## src/rtl/bnn_neuron_accum.sv

```systemverilog
// bnn_neuron_accum: accumulates popcount chunks of a binary neuron vector,
// saturates the sum and thresholds it into a binary activation.
module bnn_neuron_accum #(
    parameter int CWIDTH = 4,
    parameter int AWIDTH = 8,
    parameter int NCHUNK = 4
) (
    input  logic              clk,
    input  logic              rst,
    input  logic              in_valid,
    output logic              in_ready,
    input  logic [CWIDTH-1:0] in_cnt,
    input  logic              in_last,
    input  logic [AWIDTH-1:0] threshold,
    output logic              out_valid,
    input  logic              out_ready,
    output logic [AWIDTH-1:0] out_sum,
    output logic              out_act
);
    localparam int NW = NCHUNK > 1 ? $clog2(NCHUNK) : 1;
    localparam int SW = (AWIDTH > CWIDTH ? AWIDTH : CWIDTH) + 1;
    localparam logic [SW-1:0] MAX = (SW'(1) << AWIDTH) - SW'(1);

    typedef enum logic {ACC, OUT} state_t;

    state_t            state;
    logic [AWIDTH-1:0] acc;
    logic [AWIDTH-1:0] acc_next;
    logic [NW-1:0]     cnt;
    logic [SW-1:0]     sum;
    logic              close;

    // one extra bit of headroom makes the saturation test a plain compare
    always_comb begin
        sum      = SW'(acc) + SW'(in_cnt);
        acc_next = sum > MAX ? {AWIDTH{1'b1}} : sum[AWIDTH-1:0];
        close    = in_last || cnt == NW'(NCHUNK - 1);
    end

    always_ff @(posedge clk or posedge rst) begin
        if (rst) begin
            state     <= ACC;
            acc       <= '0;
            cnt       <= '0;
            out_sum   <= '0;
            out_act   <= 1'b0;
            in_ready  <= 1'b1;
            out_valid <= 1'b0;
        end else if (state == ACC) begin
            if (in_valid && close) begin
                out_sum   <= acc_next;
                out_act   <= acc_next >= threshold;
                acc       <= '0;
                cnt       <= '0;
                state     <= OUT;
                in_ready  <= 1'b0;
                out_valid <= 1'b1;
            end else if (in_valid) begin
                acc <= acc_next;
                cnt <= cnt + 1'b1;
            end
        end else if (out_ready) begin
            state     <= ACC;
            in_ready  <= 1'b1;
            out_valid <= 1'b0;
        end
    end
endmodule
```

## config.mk

```make
export PLATFORM = sky130hd
export DESIGN_NAME = bnn_neuron_accum
export DESIGN_NICKNAME = d
export VERILOG_FILES = /design/src/rtl/bnn_neuron_accum.sv
export SDC_FILE = /design/constraint.sdc
export NUM_CORES = 1
export LEC_CHECK = 0
export ABC_CLOCK_PERIOD_IN_PS = 8650
export CORE_UTILIZATION = 40
export CTS_CLUSTER_DIAMETER = 30
export DETAILED_ROUTE_END_ITERATION = 6
export SYNTH_ARGS = -nofsm -noshare
export SYNTH_HDL_FRONTEND = slang
export SYNTH_SLANG_ARGS = --single-unit
```

## constraint.sdc

```tcl
create_clock -name clk -period 8.65 [get_ports clk]
set_input_delay 2.595 -clock clk [delete_from_list [all_inputs] [get_ports clk]]
set_output_delay 2.595 -clock clk [all_outputs]
set_load 0.02 [all_outputs]
```

==> results of run 1 <==
power breakdown:
group | switching [mW] | internal, mW
Clock | 0.0353 | 0.0469
Sequential | 0.0257 | 0.136
Combinational | 0.123 | 0.109
through the flow:
step                cells   util  hold slack [ps]  setup slack [ps]  power [mW]
floorplan             147      -              454              3620       0.315
global placement      214  0.537              461              3080       0.391
detailed placement    214  0.537              476              3000       0.396
CTS                   218  0.554              508              3360       0.479
global route          218  0.554              539              3110       0.510
finish                218  0.554              499              3320       0.475
worst paths after layout:
| path | cells past startpoint | to | start |
|---|---|---|---|
| min reg2reg | 2 | out_valid | out_valid |
| max | 12 | out_act | in_cnt[0] |
| min | 2 | out_valid | out_valid |
| max in group asynchronous | 2 | out_sum[1] | rst |
| max reg2reg | 11 | out_act | acc[0] |
| min in group asynchronous | 2 | out_sum[3] | rst |
cell type report:
| type | count | area [um^2] | area share |
|---|---|---|---|
| well taps | 44 | 55.1 | 0.0315 |
| clock inverters | 1 | 30.0 | 0.0172 |
| flip-flops and latches | 22 | 552 | 0.316 |
| inverters | 14 | 52.6 | 0.0301 |
| clock buffers | 3 | 22.5 | 0.0129 |
| repair buffers | 28 | 278 | 0.159 |
| multi-input cells | 106 | 757 | 0.433 |
cell families (layout without fill, tap and decap cells):
| group | Yosys count | in the layout | synth area share |
|---|---|---|---|
| adder cells (fa/ha/maj) | 14 | 14 | 0.132 |
| XOR/XNOR | 1 | 1 | 0.00634 |
| multiplexers | 5 | 5 | 0.0425 |
| AO/OA/AOI/OAI | 44 | 44 | 0.222 |
| flip-flops | 22 | 22 | 0.399 |
| buffers and inverters | 19 | 46 | 0.0534 |
| AND/OR/NAND/NOR | 42 | 42 | 0.145 |
critical path: stages:
cell,delay [ps]
clkdlybuf4s50_1,410
ha_1,250
fa_1,430
a21o_2,240
a21oi_1,320
mux2i_1,310
inv_1,70
ha_1,280
a21oi_1,150
nor2b_1,60
a2111oi_2,330
nor3_1,90
state kept, by name, summed over array words and instances, names as in the netlist:
name,count
acc,8
cnt,2
in_ready,1
out_act,1
out_sum,8
out_valid,1
state,1
per-layer routing:
metal | up-vias | share of wire | track usage
li1 | 582 | - | -
met3 | 7 | 0.049 | 0.0512
met4 | 0 | 0.019 | 0.0812
met2 | 29 | 0.48 | 0.322
met5 | - | 0 | 0
met1 | 554 | 0.45 | 0.227
cell usage in the layout, fill, tap and decap left out, types with 2 or more instances in the layout:
cell type,count
clkbuf_4,3
and3_1,3
nor2b_1,2
a21oi_1,11
dfrtp_1,21
nand2b_1,5
mux2_2,3
o31ai_1,3
nand2_1,16
inv_1,14
nor3_1,2
nand3_1,2
ha_1,13
o21ai_0,13
clkdlybuf4s50_1,27
a22o_1,2
nor2_1,8
==> impl_metrics.yaml, run 1 <==
outcome:
  status: "completed"
synth:
  synth_area_leader_cell: "dfrtp_1"
  yosysSeqAreaShare: 0.399
  synthTopCellsByCount: "dfrtp_1 (21), nand2_1 (16), inv_1 (14), ha_1 (13), o21ai_0 (13)"
  ys_types: 42
  yosysMostFrequentCell: "dfrtp_1"
  synthCells: 147
  synth-edff-count: 0
  synthArstFlopShare: 1.00
  synth-seq-cells: 22
  syn_area_per_cell_um2: 9.41
  synth_area_um2: 1380
  synthTopCellsByArea: "dfrtp_1 (38%), ha_1 (12%), o21ai_0 (4.7%)"
  ys_warn_count: 0
  yosys_most_used_dff: "dfrtp_1"
  syn_nets: 178
  synthDominantCellAreaShare: 0.380
drt:
  vias_per_cell: 5.38
  drtPass1Iterations: 4
  drc: 0
  vias: 1172
  wirelength_mm: 3.08
  routedWlPerCell_um: 14.1
  postRouteAntennaNets: 0
  drt_first_iter_violations: 50
clock_network:
  clock_path_buffers: 2
  root_buffer: "clkbuf_4"
  post_cts_buffers: 0
  cts_tree: "yes"
  numCtsBuffers: 3
  ctsResizeCount: 0
  clock_sinks: 22
  clock_latency_ps: 320
  htreeDepth: 1
  clkTransAtPathRegs_ps: 140
  postCtsHoldBufs: 0
global_routing:
  grt_overflow_total: 0
  grt_usage: 0.190
  antenna_found_initial: 0
  grt_pass1_wl_mm: 5.07
  grt_pass1_vias: 1114
  grt_max_degree: 23
setup_path:
  crit_path_end_kind: "flop"
  startpoint_type: "input port"
  crit_fanout: 4
  crit_arrival_ps: 5550
  ff2ff_setup_slack_ps: 5610
  cp.required_ps: 8870
  crit_type: "input port to flop"
timing:
  worstMarginPinSlew_ps: 858
  tns_ps: 0
  finalSetupViolations: 0
  finalClockSkew_ps: 5.17
  timing.fmax_mhz: 188
  maxSlewHeadroom: 0.427
  slew_viol_final: 0
  layout_min_cycle_time_ps: 5330
  finalHoldViolations: 0
  fin_crit_sh: 0.616
  grt_setup_unrepaired: "no"
cells_and_area:
  nFillCells: 322
  stdcell_area_um2: 1750
  area_delta_synth_final_pct: 26.3
  diodes: 0
  nets: 206
  drive_gt1_frac: 0.0920
power_and_ir_drop:
  peakVddDrop_mv: 0.107
  p_leak_nw: 0.807
  power.density_nw_per_um2: 272
floorplanning:
  initial_core_util: 0.438
  placement_rows: 20
  die-area_um2: 3700
  core_area_um2: 3150
  die_w_um: 60.8
  die_y_um: 60.8
  io_pins: 28
min_path:
  hold_path.class: "flop to flop"
placed_design:
  place_congestion: 0.863
  port_buffers: 27
  dpl_cell_area_um2: 1690
  dp_hpwl_mm: 2.45
run:
  maxCapViolations: 0
Power figures use the tool's default switching activity.
==> inputs of run 2 (changes only) <==
- ABC_CLOCK_PERIOD_IN_PS: 8650 -> 5000
- clock period: 8.65 -> 5 ns (I/O delays scaled with it)
==> results of run 2 <==
Same layout as run 1 (identical final DEF). Status: completed.
Main changes from that run: setup slack after placement 3000 ps -> 448 ps; setup slack after layout 3320 ps -> 767 ps; register-to-register setup slack 5610 ps -> 1960 ps; total power 0.475 mW -> 0.822 mW; worst IR drop on VDD 0.107 mV -> 0.184 mV
==> inputs of run 3 (changes only) <==
- ABC_CLOCK_PERIOD_IN_PS: 5000 -> 4200
- clock period: 5 -> 4.2 ns (I/O delays scaled with it)
==> run 3 against run 2 <==
Against the previous run: power up 25%; hold slack worse by 1.6 ps; routed wire length increased by 4.7%; clock skew is 2.0 ps lower; core utilization is 1.4 points higher; cell area up 2.6%; via count increased by 2.0%; final cell count increased by 2.8%; flip-flop and latch count is the same; combinational power is 31% higher; sequential power grew 20%; non-clock buffer count is 6 higher; largest power group unchanged.
==> impl_metrics.yaml, run 3 (same netlist as run 1, synthesis figures left out) <==
power_and_ir_drop:
  p_switching_uw: 392
  power.density_nw_per_um2: 573
  sw_frac_of_total: 0.382
  power.total_mw: 1.03
  power.internal_uw: 634
  peakVddDrop_mv: 0.282
  p_leak_nw: 0.837
  pwr-share-comb: 0.512
  seqPwrFrac: 0.328
  p_clk_frac: 0.160
setup_path:
  crit_path_end_kind: "flop"
  startpoint_type: "input port"
  ff2ff_setup_slack_ps: 1260
  cp.required_ps: 4400
  crit_fanout: 4
  regToRegEndpoint: "out_act"
  r2r_start: "acc[0]"
  crit_type: "input port to flop"
  r2r_cells: 11
  crit_arrival_ps: 4100
cells_and_area:
  area_delta_synth_final_pct: 29.6
  stdcell_area_um2: 1790
  final_common_cell: "clkdlybuf4s50_1"
  diodes: 0
  nets: 212
  reg_top3: "acc x8, out_sum x8, cnt x2"
  multi_input_area_um2: 757
  mostFrequentLayoutCells: "clkdlybuf4s50_1 (27), dfrtp_1 (21), nand2_1 (16)"
  drive_gt1_frac: 0.122
  nFillCells: 315
  final_cells: 224
  register_area_um2: 552
min_path:
  hold_end: "out_sum[1]"
  hold_path.class: "flop to flop"
  min_from: "out_sum[1]"
  holdPathStages: 2
drt:
  drt_first_iter_violations: 57
  vias: 1195
  drtPass1Iterations: 4
  postRouteAntennaNets: 0
  routedWlPerCell_um: 14.4
  vias_per_cell: 5.33
  drc: 0
  wirelength_mm: 3.23
timing:
  worstMarginPinSlew_ps: 851
  layout_min_cycle_time_ps: 3900
  timing.fmax_mhz: 257
  finalClockSkew_ps: 3.13
  timing.hold.ws_ps: 497
  slew_viol_final: 0
  grt_setup_unrepaired: "no"
  finalHoldViolations: 0
  fin_crit_sh: 0.928
  maxSlewHeadroom: 0.432
  finalSetupViolations: 0
floorplanning:
  io_pins: 28
  die-area_um2: 3700
  die_y_um: 60.8
  placement_rows: 20
  core_area_um2: 3150
  initial_core_util: 0.438
  die_w_um: 60.8
clock_network:
  htreeDepth: 1
  clock_sinks: 22
  postCtsHoldBufs: 0
  clkTransAtPathRegs_ps: 120
  ctsResizeCount: 0
  post_cts_buffers: 0
  clock_latency_ps: 310
  numCtsBuffers: 3
  cts_tree: "yes"
  clock_path_buffers: 2
  root_buffer: "clkbuf_4"
placed_design:
  dp_cells: 220
  port_buffers: 27
  dp_hpwl_mm: 2.58
  place_congestion: 0.842
  dpl_cell_area_um2: 1740
global_routing:
  grt_usage: 0.203
  grt_max_degree: 23
  grt_overflow_total: 0
  antenna_found_initial: 0
  grt_pass1_vias: 1180
  grt_pass1_wl_mm: 5.40
outcome:
  status: "completed"
run:
  maxCapViolations: 0
[run 3: critical path, cell delays in order]
cell	delay [ps]
clkdlybuf4s50_1	400
ha_1	220
fa_1	390
a21o_2	230
a21oi_1	300
mux2i_1	270
inv_1	80
ha_1	290
a21oi_1	160
nor2b_1	70
a2111oi_2	330
nor3_1	90
[run 3: how the worst max path moves through the flow]
stage,cells past startpoint,start,slack (ps),end
final,12,in_cnt[0],300,out_act
after global routing,12,in_cnt[0],160,out_act
after CTS,12,in_cnt[0],300,out_act
after detailed placement,12,in_cnt[0],-50,out_act
after global placement,10,in_cnt[0],60,out_act
after floorplan,11,in_cnt[0],510,out_act
[run 3: layout make-up]
class / count / share of cell area
Tap cell: 44 / 0.0307
Multi-Input combinational cell: 106 / 0.422
Clock inverter: 1 / 0.0168
Sequential cell: 22 / 0.308
Inverter: 14 / 0.0293
Timing Repair Buffer: 34 / 0.180
Clock buffer: 3 / 0.0126
[run 3: stage by stage]
stage	TNS [ps]	setup slack (ps)	utilization
floorplan	0	505	-
global placement	0	55.9	0.552
detailed placement	-48.9	-48.9	0.552
CTS	0	300	0.568
global route	0	164	0.568
finish	0	304	0.568
[run 3: layer usage]
layer / GRT usage / wire length (um)
met2: 0.350 / 1530
met5: 0 / 0
met3: 0.0192 / 120
met4: 0.0682 / 46
met1: 0.267 / 1530
[run 3: power groups by stage]
| stage | Clock (mW) | Sequential [mW] | Combinational [mW] |
|---|---|---|---|
| after floorplan | 0 | 0.364 | 0.285 |
| after global placement | 0 | 0.336 | 0.514 |
| after detailed placement | 0 | 0.341 | 0.528 |
| after CTS | 0.169 | 0.337 | 0.531 |
| after global routing | 0.177 | 0.346 | 0.580 |
| final | 0.164 | 0.336 | 0.525 |
